**src/rtl/hamming_rx_collect.sv**
```systemverilog
// Receive side of the Hamming(11,7) serial link: samples each bit at mid-period,
// rebuilds the codeword and applies single-error correction before handing it on.
module hamming_rx_collect #(
  parameter int BIT_CYCLES = 16,
  parameter int SAMPLE_AT  = 7
) (
  input  logic        clk,
  input  logic        reset,
  input  logic        codein,
  input  logic        sending,
  output logic [10:0] codeout,
  output logic [6:0]  dataout,
  output logic        valid,
  output logic        corrected,
  output logic        uncorr,
  output logic        busy
);

  localparam int CNT_W = (BIT_CYCLES > 1) ? $clog2(BIT_CYCLES) : 1;
  localparam logic [CNT_W-1:0] SAMPLE_CNT = CNT_W'(SAMPLE_AT);
  localparam logic [CNT_W-1:0] LAST_CNT   = CNT_W'(BIT_CYCLES - 1);
  localparam logic [3:0]       LAST_IDX   = 4'd10;

  typedef enum logic [1:0] {
    IDLE   = 2'd0,
    RECV   = 2'd1,
    DECODE = 2'd2
  } state_t;

  state_t           state_q, state_d;
  logic [CNT_W-1:0] cnt_q, cnt_d;
  logic [3:0]       idx_q, idx_d;
  logic [10:0]      sreg_q, sreg_d;
  logic             sending_q;
  logic [10:0]      codeout_q, codeout_d;
  logic [6:0]       dataout_q, dataout_d;
  logic             valid_q, valid_d;
  logic             corrected_q, corrected_d;
  logic             uncorr_q, uncorr_d;

  logic        startCond;
  logic        sampleNow;
  logic        lastSample;
  logic [3:0]  syndrome;
  logic [10:0] fixedWord;
  logic        synCorrectable;
  logic        synUncorrectable;

  assign startCond  = sending && !sending_q;
  assign sampleNow  = (state_q == RECV) && (cnt_q == SAMPLE_CNT);
  assign lastSample = sampleNow && (idx_q == LAST_IDX);

  // Even-parity syndrome: XOR of the positions of every set bit.
  always_comb begin
    syndrome = 4'd0;
    for (int p = 1; p <= 11; p++) begin
      if (sreg_q[p-1]) begin
        syndrome = syndrome ^ 4'(p);
      end
    end
  end

  always_comb begin
    fixedWord        = sreg_q;
    synCorrectable   = (syndrome != 4'd0) && (syndrome <= 4'd11);
    synUncorrectable = (syndrome >= 4'd12);
    if (synCorrectable) begin
      fixedWord[syndrome - 4'd1] = ~sreg_q[syndrome - 4'd1];
    end
  end

  always_ff @(posedge clk or negedge reset) begin
    if (!reset) begin
      state_q     <= IDLE;
      cnt_q       <= '0;
      idx_q       <= '0;
      sreg_q      <= '0;
      sending_q   <= 1'b0;
      codeout_q   <= '0;
      dataout_q   <= '0;
      valid_q     <= 1'b0;
      corrected_q <= 1'b0;
      uncorr_q    <= 1'b0;
    end else begin
      state_q     <= state_d;
      cnt_q       <= cnt_d;
      idx_q       <= idx_d;
      sreg_q      <= sreg_d;
      sending_q   <= sending;
      codeout_q   <= codeout_d;
      dataout_q   <= dataout_d;
      valid_q     <= valid_d;
      corrected_q <= corrected_d;
      uncorr_q    <= uncorr_d;
    end
  end

  always_comb begin
    state_d     = state_q;
    cnt_d       = cnt_q;
    idx_d       = idx_q;
    sreg_d      = sreg_q;
    codeout_d   = codeout_q;
    dataout_d   = dataout_q;
    valid_d     = 1'b0;
    corrected_d = corrected_q;
    uncorr_d    = uncorr_q;

    case (state_q)
      IDLE: begin
        if (startCond) begin
          state_d = RECV;
          cnt_d   = '0;
          idx_d   = '0;
        end
      end

      RECV: begin
        cnt_d = (cnt_q == LAST_CNT) ? '0 : cnt_q + 1'b1;
        if (sampleNow) begin
          sreg_d[idx_q] = codein;
        end
        if ((cnt_q == LAST_CNT) && (idx_q < LAST_IDX)) begin
          idx_d = idx_q + 4'd1;
        end
        // Completing the last sample wins over a same-edge drop of sending.
        if (lastSample) begin
          state_d = DECODE;
        end else if (!sending) begin
          state_d = IDLE;
        end
      end

      DECODE: begin
        codeout_d   = fixedWord;
        dataout_d   = {fixedWord[10], fixedWord[9], fixedWord[8], fixedWord[6],
                       fixedWord[5], fixedWord[4], fixedWord[2]};
        corrected_d = synCorrectable;
        uncorr_d    = synUncorrectable;
        valid_d     = 1'b1;
        state_d     = IDLE;
      end

      default: begin
        state_d = IDLE;
      end
    endcase
  end

  assign codeout   = codeout_q;
  assign dataout   = dataout_q;
  assign valid     = valid_q;
  assign corrected = corrected_q;
  assign uncorr    = uncorr_q;
  assign busy      = (state_q == RECV) || (state_q == DECODE);

endmodule

```
**config.mk**
```make
export PLATFORM = sky130hd
export DESIGN_NAME = hamming_rx_collect
export DESIGN_NICKNAME = d
export VERILOG_FILES = /design/src/rtl/hamming_rx_collect.sv
export SDC_FILE = /design/constraint.sdc
export NUM_CORES = 1
export LEC_CHECK = 0
export CORE_MARGIN = 2
export CORE_UTILIZATION = 60
export CTS_CLUSTER_DIAMETER = 30
export DETAILED_ROUTE_END_ITERATION = 7
export PLACE_DENSITY_LB_ADDON = 0.3
export SLEW_MARGIN = 10
export SYNTH_ARGS = -nofsm -noshare
export SYNTH_HDL_FRONTEND = slang
export SYNTH_SLANG_ARGS = --single-unit
```
**constraint.sdc**
```tcl
create_clock -name clk -period 5.2 [get_ports clk]
set_clock_uncertainty 0.1 [all_clocks]
set_input_delay 1.04 -clock clk [delete_from_list [all_inputs] [get_ports clk]]
set_output_delay 1.04 -clock clk [all_outputs]
set_load 0.02 [all_outputs]
```
==> impl_metrics.toml <==
[detailed_routing]
ant_nets = 0
firstDrtPassIters = 4
dr.first_iter.drc_count = 165
wl_per_cell_um = 14.5
num_vias = 1764
drt-total-wl_mm = 4.50
drc_errors = 0
vias_per_cell = 5.69

[min_path]
whs_path_depth = 2
hold_path_class = "reg2reg"
holdPathEnd = "corrected$_DFFE_PN0P_"
min-delay-start = "corrected$_DFFE_PN0P_"

[clock_network]
path_clk_slew_ps = 80
cts_tree = "yes"
cts_resized = 0
cts_buffer_depth = 2
ctsHoldBuffers = 0
cts-root-buf = "clkbuf_8"
insertion_delay_ps = 290
clock-sinks = 36
cts_buffers = 5
cts-htree-levels = 2
postCtsSetupBuffers = 0

[setup_path]
required_ps = 5330
r2r_slack_ps = 2690
cp-start-kind = "input port"
crit_buf_inv = 2
r2r_cells = 8
cpPeakStageDelay_ps = 540
r2r_end = "codeout[8]$_DFFE_PN0P_"
cpLargestDelayFamily = "compound AO/OA/AOI/OAI gates"
crit_path_max_fanout = 8
critPathCaptureType = "flop"
worstPathArrival_ps = 2900
cp_cell_sequence = "clkdlybuf4s50_1 -> inv_1 -> o21ai_0 -> o21ai_1 -> nor2_1 -> mux2_2 -> a22o_1"
worstSetupPathType = "in2reg"
cp_slowest_cell = "clkdlybuf4s50_1"
r2r_start = "sreg_q[2]$_DFFE_PN0P_"

[yosys]
synth-async-reset-ratio_pct = 100
synth_edf_count = 0
syn_nets = 255
yosys_warnings = 0
synth.most_common_cell = "dfrtp_1"
synth_commonest_cells = "36 x dfrtp_1, 28 x nand2_1, 18 x nor2_1, 17 x o21ai_0, 14 x xnor2_1"
syn_area_sq_um = 2330
synth_ff_type = "dfrtp_1"
synth_cells = 242
avgSynthCellArea_sq_um = 9.61
ys_seq_elements = 36
yosysSeqAreaShare_pct = 38.7
synthTopCellsByArea = "dfrtp_1 39%, mux2_2 6.3%, xnor2_1 5.3%"
netlist.area_leader.share_pct = 38.7
synth_top_cell_by_area = "dfrtp_1"
synth_cell_types = 44

[floorplan]
die_area_sq_um = 4390
coreArea_sq_um = 3690
start_util_pct = 63.1
fp-row-count = 22
io_pins = 26
die_y_um = 66.3
die_w_um = 66.3

[timing]
min_period_over_period_pct = 53.4
hold_viol = 0
fin_setup_tns_ps = 0
slew_viol_final = 0
rsz0062_at_grt = "no"
setup_viol = 0
tightest_slew_ps = 767
fin_crit_ps = 2770
slew_headroom_pct = 48.9
max_freq_mhz = 360

[power_and_ir_drop]
p_switching_uw = 332
leakage_uw = 0.00106
power_density_nw_per_um2 = 333
p_int_uw = 553
switching_share_pct = 37.5
ir_drop_mv = 0.180
p_seq_share_pct = 39.4
pwr-share-comb_pct = 38.3
p_clk_share_pct = 22.4

[flow_run]
drv_cap = 0

[finish]
fin_nets = 274
layout-drive-gt1-share_pct = 12.6
final_area_sq_um = 2650
n_antenna_cell = 0
fillCellCount = 289
syn_to_final_growth_pct = 14.0

[placement]
dpl-instance-area_sq_um = 2560
gp_congestion = 0.876
dpl.hpwl_mm = 3.32
portBuffers = 25

[global_route]
grt_start_max_net_pins = 37
antenna_found_initial = 0
track_usage_pct = 23.8
grt_overflow = 0
grt_pass1_vias = 1733
grt_pass1_wl_mm = 7.88

[status]
outcome = "complete, no violations"
==> cells in the final DEF (no fill, tap or decap), drive strengths merged, types with 2 or more instances in the layout <==
cell type,count
xor2,6
clkinv,3
nor2,18
nand3,3
clkbuf,5
or2,3
o21ai,18
nand2b,6
nand4,2
nand2,28
dfrtp,36
o211ai,2
a21oi,10
nor3b,2
a21o,3
nand3b,2
and2,2
a31oi,3
xnor2,16
nor2b,3
inv,8
xnor3,2
nor3,13
clkdlybuf4s50,25
ha,9
o22ai,2
mux2,13
o31ai,3
a22o,4
or3,2
==> worst min-delay path, cell delays in order, from the launching register on <==
cell	delay [ps]
dfrtp_1	350
nand2_1	50
o31ai_1	50
==> cell families after synthesis <==
kind of cell,synth area share (%)
flops,38.7
mux,6.72
xor+xnor,12.0
fa+ha+maj,5.33
buf+inv,4.68
simple gates,17.4
compound gates,15.2
==> metrics by stage <==
stage / worst slack (ps) / power (uW) / instances / hold slack [ps] / util [%]
after floorplan: 2830 / 591 / 242 / 371 / -
after global placement: 2230 / 685 / 302 / 370 / 69.5
after detailed placement: 2140 / 692 / 302 / 369 / 69.5
after CTS: 2450 / 889 / 310 / 388 / 71.9
after global routing: 2210 / 945 / 310 / 421 / 71.9
final: 2430 / 884 / 310 / 386 / 71.9
==> power by group through the flow <==
stage	sequential [uW]	combinational [uW]	clock (uW)
floorplan	367	225	0
global route	353	376	217
CTS	348	340	202
detailed placement	353	339	0
global placement	352	333	0
finish	348	338	198
==> registers in the layout (all words and copies together) (netlist names) <==
| register | cells |
|---|---|
| codeout | 11 |
| sreg_q | 11 |
| cnt_q | 4 |
| idx_q | 4 |
| state_q | 2 |
| corrected | 1 |
| sending_q | 1 |
| uncorr | 1 |
| valid | 1 |
==> how the worst max path moves through the flow <==
| stage | startpoint | endpoint | slack [ps] | depth (start not counted) |
|---|---|---|---|---|
| final | sending | idx_q[0]$_DFFE_PN0P_ | 2430 | 7 |
| after global placement | sending | idx_q[0]$_DFFE_PN0P_ | 2230 | 7 |
| after global routing | sending | idx_q[0]$_DFFE_PN0P_ | 2210 | 7 |
| after CTS | state_q[0]$_DFFE_PN0P_ | busy | 2450 | 3 |
| after detailed placement | sending | idx_q[0]$_DFFE_PN0P_ | 2140 | 7 |
| after floorplan | sreg_q[8]$_DFFE_PN0P_ | codeout[0]$_DFFE_PN0P_ | 2830 | 10 |
==> area by class of cell <==
cell class                 count  area (sq um)  share of cell area (%)
clock buffer                   5          68.8                    2.59
clock inverter                 3          18.8                   0.708
inverter                       8          30.0                    1.13
multi-input combinational    184          1320                    49.6
sequential                    36           901                    34.0
tap                           48          60.1                    2.26
timing repair buffer          26           258                    9.72
==> per-layer routing <==
layer	vias up	share of wire, %	track usage (%)
met2	37	46	36.0
met5	-	0	0
li1	878	-	-
met3	8	4.0	5.45
met1	841	48	32.7
met4	0	1.4	10.2
(Power assumes the default switching activity.)
